--- src/rtl/matrix_decompiler.sv ---
// matrix_decompiler: reassembles a serial dibit stream into row-major matrix elements with row/col tags.
// Define MATRIX_DECOMPILER_CHECKSUM_EN to receive and check a per-frame XOR trailer after the data.
module matrix_decompiler #(
   parameter int MAX_ELEMENT_SIZE = 8,
   parameter int MAX_SIZE_A       = 32,
   parameter int MAX_SIZE_B       = 32
) (
   input  logic                          inter_refclk,
   input  logic                          rst,
   input  logic                          frame_start,
   input  logic                          valid_dibit_in,
   input  logic [1:0]                    dibit_in,
   input  logic                          ready_in,
   output logic [$clog2(MAX_SIZE_A)-1:0] row_addr,
   output logic [$clog2(MAX_SIZE_B)-1:0] col_addr,
   output logic [MAX_ELEMENT_SIZE-1:0]   matrix_element,
   output logic                          valid_data_out,
   output logic                          matrix_done,
   output logic                          overflow_err,
   output logic                          checksum_err
);
   localparam int ES  = MAX_ELEMENT_SIZE;
   localparam int RW  = $clog2(MAX_SIZE_A);
   localparam int CW  = $clog2(MAX_SIZE_B);
   localparam int DPE = ES / 2;
   localparam int DW  = (DPE > 1) ? $clog2(DPE) : 1;

   localparam logic [RW-1:0] ROW_LAST = RW'(MAX_SIZE_A - 1);
   localparam logic [RW-1:0] ROW_ONE  = RW'(1);
   localparam logic [CW-1:0] COL_LAST = CW'(MAX_SIZE_B - 1);
   localparam logic [CW-1:0] COL_ONE  = CW'(1);
   localparam logic [DW-1:0] DIB_LAST = DW'(DPE - 1);
   localparam logic [DW-1:0] DIB_ONE  = DW'(1);

   localparam logic [1:0] ST_IDLE = 2'd0;
   localparam logic [1:0] ST_DATA = 2'd1;
   localparam logic [1:0] ST_DONE = 2'd2;
`ifdef MATRIX_DECOMPILER_CHECKSUM_EN
   localparam logic [1:0] ST_CSUM       = 2'd3;
   localparam logic [1:0] ST_AFTER_DATA = ST_CSUM;
`else
   localparam logic [1:0] ST_AFTER_DATA = ST_DONE;
`endif

   function automatic logic [ES-1:0] shift_dibit(input logic [ES-1:0] word, input logic [1:0] dibit);
      return ES'({word, dibit});
   endfunction

   logic [1:0]    state_q, state_d;
   logic [DW-1:0] dib_q, dib_d;
   logic [RW-1:0] row_q, row_d;
   logic [CW-1:0] col_q, col_d;
   logic [ES-1:0] word_q, word_d;
   logic          out_valid_q, out_valid_d;
   logic [ES-1:0] out_elem_q, out_elem_d;
   logic [RW-1:0] out_row_q, out_row_d;
   logic [CW-1:0] out_col_q, out_col_d;
   logic          done_q, done_d;
   logic          ovf_q, ovf_d;
   logic          active_s;
   logic          cplt_s;
   logic          pop_s;
   logic [RW-1:0] cplt_row_s;
   logic [CW-1:0] cplt_col_s;
   logic [ES-1:0] shifted_s;
`ifdef MATRIX_DECOMPILER_CHECKSUM_EN
   logic [ES-1:0] acc_q, acc_d;
   logic          csum_err_q, csum_err_d;
   logic          csum_bad_s;
`endif

   // Next-state: frame sequencing, dibit packing, index advance and the one-deep output slot.
   always_comb begin
      state_d     = state_q;
      dib_d       = dib_q;
      row_d       = row_q;
      col_d       = col_q;
      word_d      = word_q;
      out_valid_d = out_valid_q;
      out_elem_d  = out_elem_q;
      out_row_d   = out_row_q;
      out_col_d   = out_col_q;
      ovf_d       = ovf_q;
      active_s    = 1'b0;
      cplt_s      = 1'b0;
      cplt_row_s  = row_q;
      cplt_col_s  = col_q;
      shifted_s   = shift_dibit(word_q, dibit_in);
      pop_s       = out_valid_q & ready_in;
`ifdef MATRIX_DECOMPILER_CHECKSUM_EN
      acc_d       = acc_q;
      csum_bad_s  = 1'b0;
      csum_err_d  = csum_err_q;
`endif

      // frame_start in any state restarts the frame; its own dibit becomes dibit 0 of element 0
      if (frame_start) begin
         state_d  = ST_DATA;
         dib_d    = {DW{1'b0}};
         row_d    = {RW{1'b0}};
         col_d    = {CW{1'b0}};
         active_s = 1'b1;
`ifdef MATRIX_DECOMPILER_CHECKSUM_EN
         acc_d    = {ES{1'b0}};
`endif
      end else begin
         case (state_q)
            ST_IDLE: state_d  = ST_IDLE;
            ST_DATA: active_s = 1'b1;
`ifdef MATRIX_DECOMPILER_CHECKSUM_EN
            ST_CSUM: active_s = 1'b1;
`endif
            ST_DONE: state_d  = ST_IDLE;
            default: state_d  = ST_IDLE;
         endcase
      end

      if (active_s && valid_dibit_in) begin
         word_d = shifted_s;
         if (dib_d != DIB_LAST) begin
            dib_d = dib_d + DIB_ONE;
         end else begin
            dib_d = {DW{1'b0}};
`ifdef MATRIX_DECOMPILER_CHECKSUM_EN
            if (state_d == ST_CSUM) begin
               csum_bad_s = (acc_d != shifted_s);
               state_d    = ST_DONE;
            end else begin
               acc_d = acc_d ^ shifted_s;
`endif
               cplt_s     = 1'b1;
               cplt_row_s = row_d;
               cplt_col_s = col_d;
               if (col_d != COL_LAST) begin
                  col_d = col_d + COL_ONE;
               end else begin
                  col_d = {CW{1'b0}};
                  if (row_d != ROW_LAST) begin
                     row_d = row_d + ROW_ONE;
                  end else begin
                     row_d   = {RW{1'b0}};
                     state_d = ST_AFTER_DATA;
                  end
               end
`ifdef MATRIX_DECOMPILER_CHECKSUM_EN
            end
`endif
         end
      end else begin
         word_d = word_q;
      end

      // a completed element that finds the slot occupied and not draining is dropped
      if (cplt_s) begin
         if (!out_valid_q || pop_s) begin
            out_valid_d = 1'b1;
            out_elem_d  = shifted_s;
            out_row_d   = cplt_row_s;
            out_col_d   = cplt_col_s;
         end else begin
            ovf_d = 1'b1;
         end
      end else if (pop_s) begin
         out_valid_d = 1'b0;
      end else begin
         out_valid_d = out_valid_q;
      end

      done_d = (state_d == ST_DONE);
`ifdef MATRIX_DECOMPILER_CHECKSUM_EN
      csum_err_d = csum_err_q | csum_bad_s;
`endif
   end

   // State and output registers; rst abandons the frame and any pending element.
   always_ff @(posedge inter_refclk) begin
      if (rst) begin
         state_q     <= ST_IDLE;
         dib_q       <= {DW{1'b0}};
         row_q       <= {RW{1'b0}};
         col_q       <= {CW{1'b0}};
         word_q      <= {ES{1'b0}};
         out_valid_q <= 1'b0;
         out_elem_q  <= {ES{1'b0}};
         out_row_q   <= {RW{1'b0}};
         out_col_q   <= {CW{1'b0}};
         done_q      <= 1'b0;
         ovf_q       <= 1'b0;
`ifdef MATRIX_DECOMPILER_CHECKSUM_EN
         acc_q       <= {ES{1'b0}};
         csum_err_q  <= 1'b0;
`endif
      end else begin
         state_q     <= state_d;
         dib_q       <= dib_d;
         row_q       <= row_d;
         col_q       <= col_d;
         word_q      <= word_d;
         out_valid_q <= out_valid_d;
         out_elem_q  <= out_elem_d;
         out_row_q   <= out_row_d;
         out_col_q   <= out_col_d;
         done_q      <= done_d;
         ovf_q       <= ovf_d;
`ifdef MATRIX_DECOMPILER_CHECKSUM_EN
         acc_q       <= acc_d;
         csum_err_q  <= csum_err_d;
`endif
      end
   end

   assign row_addr       = out_row_q;
   assign col_addr       = out_col_q;
   assign matrix_element = out_elem_q;
   assign valid_data_out = out_valid_q;
   assign matrix_done    = done_q;
   assign overflow_err   = ovf_q;
`ifdef MATRIX_DECOMPILER_CHECKSUM_EN
   assign checksum_err   = csum_err_q;
`else
   assign checksum_err   = 1'b0;
`endif

endmodule

--- config.mk ---
export PLATFORM = sky130hd
export DESIGN_NAME = matrix_decompiler
export DESIGN_NICKNAME = d
export VERILOG_FILES = /design/src/rtl/matrix_decompiler.sv
export SDC_FILE = /design/constraint.sdc
export NUM_CORES = 1
export LEC_CHECK = 0
export ABC_CLOCK_PERIOD_IN_PS = 2800
export BUFFER_PORTS_ARGS = -buffer_cell sky130_fd_sc_hd__buf_2
export CAP_MARGIN = 20
export CORE_ASPECT_RATIO = 1.4
export CORE_MARGIN = 2
export CORE_UTILIZATION = 52
export DETAILED_ROUTE_END_ITERATION = 10
export PLACE_DENSITY = 0.76
export SLEW_MARGIN = 20
export SYNTH_ARGS = -nofsm -noshare
export SYNTH_HDL_FRONTEND = slang
export SYNTH_SLANG_ARGS = --single-unit
--- constraint.sdc ---
create_clock -name inter_refclk -period 2.8 [get_ports inter_refclk]
set_input_delay 0.28 -clock inter_refclk [delete_from_list [all_inputs] [get_ports inter_refclk]]
set_output_delay 0.28 -clock inter_refclk [all_outputs]
set_load 0.05 [all_outputs]
; ---- After elaboration in Yosys (flattened, before gate mapping)
; Index checks and enable logic that the tools add are counted.
[op_classes]
addsub = 3
eq_ne = 6
mux = 29
bitwise = 2
n_reduce_logical = 7
[op_table]
columns = cell, count
row1 = 2-to-1 mux 5 bit, 13
row2 = 2-to-1 mux 2 bit, 9
row3 = adder 5 x 1 -> 5 bit (second input constant), 2
row4 = inequality test 5 bit (second input constant), 2
row5 = 2-to-1 mux 1 bit, 7
row6 = AND reduction 2 bit, 3
row7 = adder 2 x 1 -> 2 bit (second input constant), 1
row8 = equality test 2 x 1 -> 1 bit (second input constant), 1
row9 = equality test 2 bit (second input constant), 1
row10 = inequality test 2 x 1 -> 1 bit (second input constant), 1
row11 = inequality test 2 bit (second input constant), 1
row12 = nonzero test 2 bit, 1
row13 = AND 1 bit, 1
row14 = logical AND 1 bit, 1
row15 = zero test 1 bit, 1
row16 = logical OR 1 bit, 1
row17 = NOT 1 bit, 1
[word_totals]
register_bits = 41
input_bits = 7
out_inout_bits = 22
wordCells = 58

; ---- Logic depth before layout (Yosys ltp)
; Gate-level depths: netlist of the first run.
[logic_depth]
ltp_word = 8
depth_mapped = 11
mapped_depth_nobuf = 8

; ---- Worst setup path after synthesis of the first run
; OpenSTA, ideal clock, no wires.
[synth_path]
path_type = input port to flip-flop
startpoint = input frame_start
endpoint = register row_q[0]
setup_time_ns = 0.070
arrival_ns = 2.135
required_time_ns = 2.730
path_slack_ns = 0.594
cell_stages = 10
n_path_buf = 3
cell_sequence = buf_4 -> buf_2 -> nor2b_1 -> ha_1 -> and3_1 -> ha_1 -> clkbuf_1 -> o2111ai_2 -> or3_1 -> a21oi_1
[synth_between]
elab_chain_cells = 6
word_cells_on_any_way = 13
cone_classes = add/sub: 1 / eq/ne: 3 / mux: 8 / reduce/logical: 1
[synth_lines]
columns = item, line
row1 = start: declaration, 10  ; input logic frame_start,
row2 = 2-to-1 mux 5 bit, 97  ; if (frame_start) begin
row3 = adder 5 x 1 -> 5 bit or inequality test 5 bit (tied branches), "139, 138"
row4 = 2-to-1 mux 5 bit, 138  ; if (row_d != ROW_LAST) begin
row5 = 2-to-1 mux 5 bit, 134  ; if (col_d != COL_LAST) begin
row6 = 2-to-1 mux 5 bit, 120  ; if (dib_d != DIB_LAST) begin
row7 = 2-to-1 mux 5 bit *, 118  ; if (active_s && valid_dibit_in) begin
row8 = end signal: assignment, 180  ; row_q <= {RW{1'b0}};
row9 = end signal: assignment, 196  ; row_q <= row_d;
row10 = end: declaration, 51  ; logic [RW-1:0] row_q, row_d;
; Mark *: on every way between the ends. The rest lies on a longest branch, timed or not.
; A chain may end at the register's enable or synchronous reset.

; ---- Worst setup path after layout of the first run
[layout_path]
startpoint = register col_q[0]
endpoint = register row_q[0]
[layout_between]
elab_chain_cells = 5
[layout_lines]
columns = item, line
row1 = start: declaration, 52  ; logic [CW-1:0] col_q, col_d;
row2 = start signal: assignment, 181  ; col_q <= {CW{1'b0}};
row3 = start signal: assignment, 197  ; col_q <= col_d;
row4 = 2-to-1 mux 5 bit, 97
row5 = inequality test 5 bit, 134
row6 = 2-to-1 mux 5 bit, 134
row7 = 2-to-1 mux 5 bit, 120
row8 = 2-to-1 mux 5 bit, 118
; Every way passes these cells.

==> impl_results.md, run 1 <==
* Met2 wire length at 1753 µm
* Placer Congestion at 0.8490
* Power Total at 1131 µW
* Combinational fraction of design power at 0.039
* HPWL Detailed at 2304 µm
* RSZ-0062 raised after global routing: no
* YS warnings at 0
* Clk network pwr share at 0.439
* Vias per cell at 5.342
* DRC Markers at 0
* Hold Buf Count CTS at 0
* Metal3 WL at 112 µm
* Sum Neg Setup Slack at 0 ns
* Top_reg_cell synth: dfxtp_1
* CP Class: reg -> reg
* Most common cell after layout, fill and taps aside: dfxtp_1
* Final period util at 0.7710
* Final setup fails at 0
* Die height at 72.43 µm
* Maximum root-to-sink buffer count at 2
* Num CTS Buffers at 5
* Clk sink count at 41
* CP Max Fanout at 8
* Syn Nets at 206
* Die ar. at roughly 0.0038 mm²
* Clock Latency Late Sink at 0.30 ns
* Synth cell types at 34
* Root buf cell: clkbuf_8
* P per Cell Area at 572.9 mW/mm²
* Detailed Routing Iterations Pass 1 at 4
* Highest Signal Layer: met4
* Final hold viol count at 0
* Worst slack, placed at 0.4462 ns
* # IOs at 29
* Relative slew slack at 0.5034
* M1 WL at 1370 µm
* Area grow syn2layout at 13.52%
* Sw frac at 0.2132
* Asr flop ratio synth at 0
* P_sw at 241.1 µW
* Internal Pwr Total at 890.0 µW
* Final setup margin at 0.6411 ns
* Cell taking the most area after synthesis: dfxtp_1
* Worst vdd ir at 0.4603 mV
* Critical Path RT at ~3.0 ns
* Tightest Pin Transition at 0.7450 ns
* Mapped Area at approximately 0.0017 mm²
* Most frequent cells in the layout: dfxtp_1 (41), nand2_1 (38), buf_2 (27)
* Post-Route WL at 3295 µm
* Vias in the first global route at 1305
* CP arrival at 2.38 ns
* Die width at between 50 and 60 µm
* Layout Nets at 229
* Share of cells above drive strength 1 at 0.1972
* Crit path capture type: register
* Ant diodes at 0
* Worst Hold Class: in -> reg
* Initial Utilization at 0.5516
* Yosys reg bits at 41
* Via count at 1373
* Mean Syn Cell Area at 8.965 µm²
* Min cycle time layout at approximately 2.2 ns
* GRT overflow at 0
* Clk_skew at 0.008025 ns
* CP startpoint kind: register
* Core area at ~0.0032 mm²
* Synth top area share at 0.4719
* Post-CTS Repair Setup Buffers at 0
* DR WL/cell at 12.82 µm
* Largest net degree at the start of global routing at 44
* First-pass GRT wire length at approximately 5600 µm
* Max Cap Violations at 0
* Post-Synthesis Cells at 194
* Fmax at approximately 460 MHz
* Status: finished clean
* Tot GR Track Use at 0.1991
* Clk pin slew, worst setup/hold paths at 0.08 ns
* CTS tree: yes
* Reg power frac at 0.522
* Initial antenna violation count at 0
* CTS resizes at 0
* Post-synthesis sequential area ratio at 0.4719
* DR iter-0 viols at 29
* Detail Route Antenna Nets at 0
* Input/output buffers at 27
* Rows at 24
* Largest cells by area after synthesis: dfxtp_1 (47%), nand2_1 (8.2%), mux2i_1 (6.9%)
* H-tree depth at 2
* Leakage at 0.0008577 µW
* Post-synth EDFFs at 0
* Slew Limit Fails at 0
synth_stat cells, drive strengths merged (2+ instances only):
master and number:
nand3 3, nor2 17, inv 2, clkbuf 6, ha 5, buf 6, nand4 2, xor2 2
nor2b 11, o21ai 4, or3 2, and3 3, nor3b 2, nand2b 2, dfxtp 41, mux2i 12
nand2 38, o211ai 2, a211oi 3, a21oi 23
metrics by stage:
step / utilization / hold WS, ns / cell area (µm²) / instances
5_1_grt: 0.6262 / 0.2586 / 1974 / 257
4_1_cts: 0.6262 / 0.2326 / 1974 / 257
2_1_floorplan: - / 0.4160 / 1739 / 194
3_3_place_gp: 0.5881 / 0.4408 / 1854 / 249
3_5_place_dp: 0.5881 / 0.4446 / 1854 / 249
6_report: 0.6262 / 0.2369 / 1974 / 257
flip-flops by register name, indices dropped and copies added, names as in the netlist, 2 cells and up:
signal          flops
matrix_element      8
word_q              6
col_addr            5
col_q               5
row_addr            5
row_q               5
dib_q               2
state_q             2
critical path, cell delays in order (launching register included):
cell       delay (ns)
dfxtp_1          0.31
nor2b_1          0.29
ha_1             0.22
and3_1           0.17
ha_1             0.32
o2111ai_2        0.26
or3_1            0.38
a21oi_1          0.13
logic make-up after synthesis:
family / synth area share
xor gates and xnor gates: 0.01007
muxes: 0.06907
other: 0.002156
AOI/OAI and AO/OA: 0.1417
DFF: 0.4719
and+or+nand+nor: 0.2209
buffers and inverters: 0.04819
adders and majority gates: 0.03597
routing by layer:
layer,up-vias,global-route usage
met5,-,0
met4,0,0.09402
met3,5,0.04938
met2,20,0.3528
met1,652,0.2149
li1,696,-
power by group through the flow:
stage | Clock, µW | Sequential, µW | Combinational, µW
2_1_floorplan | 0 | 604 | 38.8
3_3_place_gp | 0 | 604 | 44.0
3_5_place_dp | 0 | 604 | 44.2
4_1_cts | 503 | 591 | 44.4
5_1_grt | 526 | 591 | 48.5
6_report | 496 | 591 | 44.4
final cells by class:
| class | instances | area, µm² |
|---|---|---|
| Fill cell | 294 | 1179 |
| Sequential cell | 41 | 820.8 |
| Clock buffer | 6 | 82.58 |
| Multi-Input combinational cell | 139 | 834.6 |
| Inverter | 2 | 7.507 |
| Tap cell | 39 | 48.80 |
| Timing Repair Buffer | 28 | 142.6 |
| Clock inverter | 2 | 37.54 |
final timing paths:
kind          startpoint           endpoint  slack [ns]  cells past startpoint
min reg2reg  col_addr[1]        col_addr[1]        0.45                      2
min          dibit_in[0]  matrix_element[0]        0.24                      3
max             col_q[0]           row_q[0]        0.64                      7
max reg2reg     col_q[0]           row_q[0]        0.64                      7
(Power assumes the default switching activity.)
==> run 2, diff against run 1 <==
ABC_CLOCK_PERIOD_IN_PS = 2200   (was 2800)
clock period = 2.2 ns   (was 2.8 ns; I/O delays follow)
==> run 2 against run 1 <==
Setup slack got worse by 0.42 ns. Register-to-register slack got worse by 0.42 ns. Cell count rose by 0.78%. Flip-flop and latch count did not move. Critical path depth rose by 1. Maximum frequency rose by 9.3%. Clock skew fell by 0.0034 ns. Critical path type unchanged.
==> impl_results.md, run 2 (synthesized netlist as in run 1, its figures left out) <==
* Vias per cell at 5.340 (about the same)
* Initial Utilization at 0.5516 (unchanged)
* Hold depth at 3 (unchanged)
* P per Cell Area at 636.9 mW/mm² (+11%)
* HPWL Detailed at 2409 µm (+4.5%)
* GRT overflow at 0 (unchanged)
* CP Max Fanout at 8 (unchanged)
* Share of cells above drive strength 1 at 0.2045 (+0.007298)
* Power Total at 1255 µW (+11%)
* Largest stage delay, worst path at 0.32 ns (-0.06 ns)
* CTS resizes at 0 (unchanged)
* CP Class: reg -> reg
* Clk network pwr share at 0.355 (-0.084)
* Root buf cell: clkbuf_8
* Die height at 72.43 µm (unchanged)
* H-tree depth at 2 (unchanged)
* CP Cell Sequence: nor2b_1 -> ha_1 -> and3_1 -> ha_1 -> nand4_1 -> a211oi_1 -> nand2_1 -> a211oi_1
* Status: finished clean
* Crit-path slowest cell: dfxtp_1
* Fmax at 506.5 MHz (+9.3%)
* Fillers at 284 (-3.4%)
* Clk pin slew, worst setup/hold paths at 0.07 ns (about the same)
* Detail Route Antenna Nets at 0 (unchanged)
* Via count at 1383 (+0.73%)
* Internal Pwr Total at 974.0 µW (+9.4%)
* WP buf/inv at 0 (unchanged)
* CP delay by family, top: simple AND/OR/NAND/NOR gates
* Most frequent cells in the layout: dfxtp_1 (41), nand2_1 (38), buf_2 (27)
* CP startpoint kind: register
* Reg area at 820.8 µm² (unchanged)
* Sw frac at 0.2240 (+0.01081)
* Clk_skew at 0.004659 ns (-0.003366 ns)
* Ant diodes at 0 (unchanged)
* Leakage at 0.0008627 µW (+0.58%)
* Core area at 0.003153 mm² (unchanged)
* HP Start: dibit_in[0]
* DR WL/cell at 13.05 µm (+1.8%)
* CP arrival at 2.18 ns (-0.20 ns)
* Worst vdd ir at 0.5069 mV (+10%)
* Crit path capture type: register
* Critical Path RT at 2.41 ns (-0.61 ns)
* Final period util at 0.8975 (+0.1265)
* Reg power frac at 0.599 (+0.077)
* Layout Nets at 233 (+1.7%)
* Clock Latency Late Sink at 0.29 ns (about the same)
* # IOs at 29 (unchanged)
* R2R depth at 8 (+1)
* CTS tree: yes
* Largest net degree at the start of global routing at 44 (unchanged)
* Hold Buf Count CTS at 0 (unchanged)
* Tightest Pin Transition at 0.7343 ns (-0.01069 ns)
* Slew Limit Fails at 0 (unchanged)
* Area of the multi-input gates at 834.6 µm² (unchanged)
* Post-Route WL at 3381 µm (+2.6%)
* Vias in the first global route at 1432 (+9.7%)
* Input/output buffers at 27 (unchanged)
* Rows at 24 (unchanged)
* P_sw at 281.1 µW (+17%)
* Sum Neg Setup Slack at 0 ns (unchanged)
* Max reg flops at 8 (unchanged)
* Hold EP: matrix_element[0]
* Area grow syn2layout at 13.31%
* Initial antenna violation count at 0 (unchanged)
* Most common cell after layout, fill and taps aside: dfxtp_1
* DR iter-0 viols at 26 (-10%)
* Die ar. at 0.003830 mm² (unchanged)
* Final setup fails at 0 (unchanged)
* DRC Markers at 0 (unchanged)
* Worst Hold Class: in -> reg
* Min cycle time layout at 1.975 ns (-0.1844 ns)
* Crit. path cell count at 8 (+1)
* Maximum root-to-sink buffer count at 2 (unchanged)
* First-pass GRT wire length at 5885 µm (+4.9%)
* Detailed Routing Iterations Pass 1 at 4 (unchanged)
* Combinational fraction of design power at 0.046 (+0.007)
* Final hold viol count at 0 (unchanged)
* Area post-placement at 0.001897 mm² (+2.3%)
* RSZ-0062 raised after global routing: no
* Clk sink count at 41 (unchanged)
* Post-route cell area at 0.001971 mm² (-0.19%)
* Relative slew slack at 0.5105 (+0.007128)
* Placer Congestion at 0.8419 (-0.84%)
* Worst R2R End: row_q[3]
* Num CTS Buffers at 5 (unchanged)
* Tot GR Track Use at 0.2075 (+0.008469)
* Max Cap Violations at 0 (unchanged)
* Die width at 52.88 µm (unchanged)
* Setup slack, reg-to-reg at 0.23 ns (-0.42 ns)
* Post-CTS Repair Setup Buffers at 0 (unchanged)
* CP startpoint: col_q[1]
* Launch point of the worst reg-to-reg path: col_q[1]
## run 2: per-stage QoR
step,setup slack [ns],hold WS (ns),instances,utilization
2_1_floorplan,0.05429,0.3560,194,-
3_5_place_dp,0.1201,0.4432,253,0.6016
6_report,0.2255,0.1755,259,0.6250
4_1_cts,0.2019,0.1715,259,0.6250
5_1_grt,0.008312,0.1892,259,0.6250
3_3_place_gp,0.2635,0.4401,253,0.6016
## run 2: worst max-delay path by stage
stage / to / slack, ns
final: row_q[3] / 0.23
after detailed placement: row_q[3] / 0.12
after floorplan: row_q[0] / 0.05
after global placement: row_q[4] / 0.26
after CTS: row_q[3] / 0.20
after global routing: row_q[3] / 0.008
## run 2: cell type report
cell class	instances	area share
clock buffers	5	0.03492
well taps	39	0.02476
inverters	2	0.003810
multi-input cells	139	0.4235
repair buffers	32	0.09397
flip-flops and latches	41	0.4165
clock inverters	1	0.002540
## run 2: worst register-to-register path: stages, from the launching register on
cell and delay (ns):
dfxtp_1 0.32, nor2b_1 0.24, ha_1 0.21, and3_1 0.16, ha_1 0.31, nand4_1 0.15
a211oi_1 0.23, nand2_1 0.08, a211oi_1 0.19
## run 2: metal layers
layer	vias to the layer above	GRT usage	wire length (µm)
met4	0	0.07692	57
li1	703	-	-
met5	-	0	0
met3	6	0.06173	130
met2	19	0.3778	1809
met1	655	0.2178	1384
## run 2: power groups by stage
stage | Clock, µW | Combinational, µW | Sequential [µW]
floorplan | 0 | 49.4 | 768
global placement | 0 | 57.7 | 769
detailed placement | 0 | 57.9 | 769
CTS | 458 | 58.0 | 752
global route | 487 | 63.3 | 753
finish | 445 | 57.7 | 752
==> run 3, diff against run 2 <==
ABC_AREA = 1   (was not set)
CORE_ASPECT_RATIO = not set   (was 1.4)
CORE_UTILIZATION = 55   (was 52)
PLACE_DENSITY = 0.79   (was 0.76)
==> run 3 against run 2 <==
Via count increased by 16%. Die area decreased by 0.89%. Cell count increased by 27%. Global-route usage increased by 0.35 points. Clock skew increased by 0.0049 ns. Count of clock-buffer cells in the layout increased by 1. Largest power group unchanged. Critical path depth increased by 3. Register-to-register slack improved by 0.13 ns. Wire length increased by 5.9%. Sequential share of layout area decreased by 1.7 points.
==> impl_results.md, run 3 <==
* Status: finished clean
* CP arrival at 2.11 ns (-0.07 ns)
* Ant diodes at 0 (unchanged)
* Clk sink count at 41 (unchanged)
* DR iter-0 viols at 77 (+200%)
* Hold Buf Count CTS at 0 (unchanged)
* Tot GR Track Use at 0.2111 (+0.003525)
* Yosys reg bits at 41 (unchanged)
* Post-Route WL at 3580 µm (+5.9%)
* Fillers at 290 (+2.1%)
* Min cycle time layout at 1.846 ns (-0.1285 ns)
* First-pass GRT wire length at 5851 µm (-0.58%)
* GRT overflow at 0 (unchanged)
* Post-Synth XOR/XNOR Area at 0 (-0.01007)
* Largest cells by area after synthesis: dfxtp_1 (45%), nand2_1 (12%), nor2_1 (11%)
* Placer Congestion at 0.8708 (+3.4%)
* HPWL Detailed at 2529 µm (+5.0%)
* Die width at 61.61 µm (+17%)
* Max reg flops at 8 (unchanged)
* Post-route cell area at 0.002054 mm² (+4.3%)
* Die height at 61.61 µm (-15%)
* Initial antenna violation count at 0 (unchanged)
* Most common cell after layout, fill and taps aside: nand2_1
* Fmax at 541.7 MHz (+7.0%)
* Sum Neg Setup Slack at 0 ns (unchanged)
* Tightest Pin Transition at 0.5826 ns (-0.1517 ns)
* P per Cell Area at 661.3 mW/mm² (+3.8%)
* Detailed Routing Iterations Pass 1 at 4 (unchanged)
* Mux contribution to synthesized area at 0 (-0.06906)
* Maximum root-to-sink buffer count at 2 (unchanged)
* Input/output buffers at 27 (unchanged)
* Die ar. at 0.003796 mm² (-0.89%)
* Most frequent cells in the layout: nand2_1 (59), nor2_1 (53), dfxtp_1 (41)
* Largest family of logic cells by synthesized area: simple AND/OR/NAND/NOR gates
* Slew Limit Fails at 0 (unchanged)
* H-tree depth at 2 (unchanged)
* Final setup fails at 0 (unchanged)
* Post-Synthesis Cells at 258 (+33%)
* Top_reg_cell synth: dfxtp_1
* Vias in the first global route at 1327 (-7.3%)
* Count leader, synth: nand2_1
* RSZ-0062 raised after global routing: no
* Leakage at 0.001108 µW (+28%)
* Post-synthesis sequential area ratio at 0.4496 (-0.02232)
* Max Cap Violations at 0 (unchanged)
* Worst Hold Class: in -> reg
* Compound-Gate Fraction of Synth Area at 0.08842 (-0.05331)
* CTS resizes at 0 (unchanged)
* Via count at 1598 (+16%)
* Leading cell types by count after synthesis: nand2_1 (59), nor2_1 (53), dfxtp_1 (41), inv_1 (36), o21ai_0 (16)
* DRC Markers at 0 (unchanged)
* Clk_skew at 0.009527 ns (+0.004868 ns)
* Mean Syn Cell Area at 7.076 µm² (-21%)
* Detail Route Antenna Nets at 0 (unchanged)
* Synth top area share at 0.4496 (-0.02232)
* Largest net degree at the start of global routing at 23 (-48%)
* Post-synth EDFFs at 0 (unchanged)
* Syn Nets at 270 (+31%)
* Clock Latency Late Sink at 0.36 ns (+0.07 ns)
* Worst vdd ir at 0.3749 mV (-26%)
* CTS tree: yes
* Vias per cell at 4.857 (-9.0%)
* Layout Nets at 296 (+27%)
* Core area at 0.003103 mm² (-1.6%)
* Share of cells above drive strength 1 at 0.1544 (-0.05016)
* Asr flop ratio synth at 0 (unchanged)
* Relative slew slack at 0.6112 (+0.1007)
* Area post-placement at 0.001966 mm² (+3.6%)
* CP startpoint kind: register
* Final hold viol count at 0 (unchanged)
* CP Max Fanout at 7 (-1)
* Non-filler cells, final at 329 (+27%)
* Adder-cell area share of the yosys netlist at 0.03427 (-0.001701)
* Rows at 20 (-17%)
* Initial Utilization at 0.5883 (+0.03672)
* Cell taking the most area after synthesis: dfxtp_1
* Final period util at 0.8391 (-0.05840)
* CP Class: reg -> reg
* Area grow syn2layout at 12.54%
* Num CTS Buffers at 5 (unchanged)
* YS warnings at 0 (unchanged)
* Clk pin slew, worst setup/hold paths at 0.13 ns (+0.06 ns)
* Root buf cell: clkbuf_4
* Synth cell types at 21 (-38%)
* WHS at 0.1306 ns (-0.04496 ns)
* Synth Area in Simple Gates at 0.3098 (+0.08894)
* Mapped Area at 0.001826 mm² (+5.0%)
* DR WL/cell at 10.88 µm (-17%)
* Post-CTS Repair Setup Buffers at 0 (unchanged)
* Power Total at 1359 µW (+8.2%)
* Crit path capture type: register
* Critical Path RT at 2.47 ns (+0.06 ns)
* # IOs at 29 (unchanged)
* Placed Cells at 321 (+27%)
run 3: cell count changes after synthesis, sizes merged, moves of 9 or more:
cell   previous run  this run
a21oi            23        14
inv               2        37
mux2i            12         0
nand2            38        61
nand3             3        13
nor2             17        54
nor2b            11         0
o21ai             4        16
run 3: cell families after synthesis:
group	Yosys count
AO/OA/AOI/OAI	31
adder cells (fa/ha/maj)	5
AND/OR/NAND/NOR	132
flip-flops	41
other	1
buffers and inverters	48
run 3: per-layer routing:
metal,routed length [µm],track usage,up-vias
met4,68,0.08511,0
li1,-,-,839
met5,0,0,-
met2,1502,0.3113,59
met1,1716,0.2927,692
met3,292,0.05672,8
run 3: path summary, 6_finish.rpt:
kind,from,to,slack (ns),cells after the start
worst min-delay path,dibit_in[1],matrix_element[1],0.13,3
worst max register to register,col_q[0],row_q[0],0.35,11
worst min register to register,matrix_element[7],matrix_element[7],0.47,2
worst max-delay path,col_q[0],row_q[0],0.35,11
run 3: worst max-delay path: stages, from the launching register on:
cell and delay, ns:
dfxtp_1 0.34, nand2_1 0.07, inv_1 0.13, ha_1 0.16, inv_1 0.06, nor3_1 0.21
ha_1 0.25, nand2_1 0.06, inv_1 0.08, nand2_1 0.14, o21ai_0 0.20, nor2_1 0.05
run 3: cell type report:
class | count | area, µm² | area share
Tap cell | 44 | 55.05 | 0.02680
Clock inverter | 2 | 37.54 | 0.01827
Sequential cell | 41 | 820.8 | 0.3995
Inverter | 37 | 138.9 | 0.06760
Timing Repair Buffer | 30 | 157.7 | 0.07674
Multi-Input combinational cell | 169 | 793.3 | 0.3861
Clock buffer | 6 | 51.30 | 0.02497
run 3: where the power goes:
part           switching, µW  internal, µW
clock                    254           270
combinational           52.8          20.1
sequential              6.73           755
run 3: through the flow:
stage / util / setup WS (ns)
finish: 0.6621 / 0.3540
global route: 0.6621 / 0.1916
CTS: 0.6621 / 0.3635
detailed placement: 0.6335 / 0.1289
global placement: 0.6335 / 0.2606
floorplan: - / 0.5481
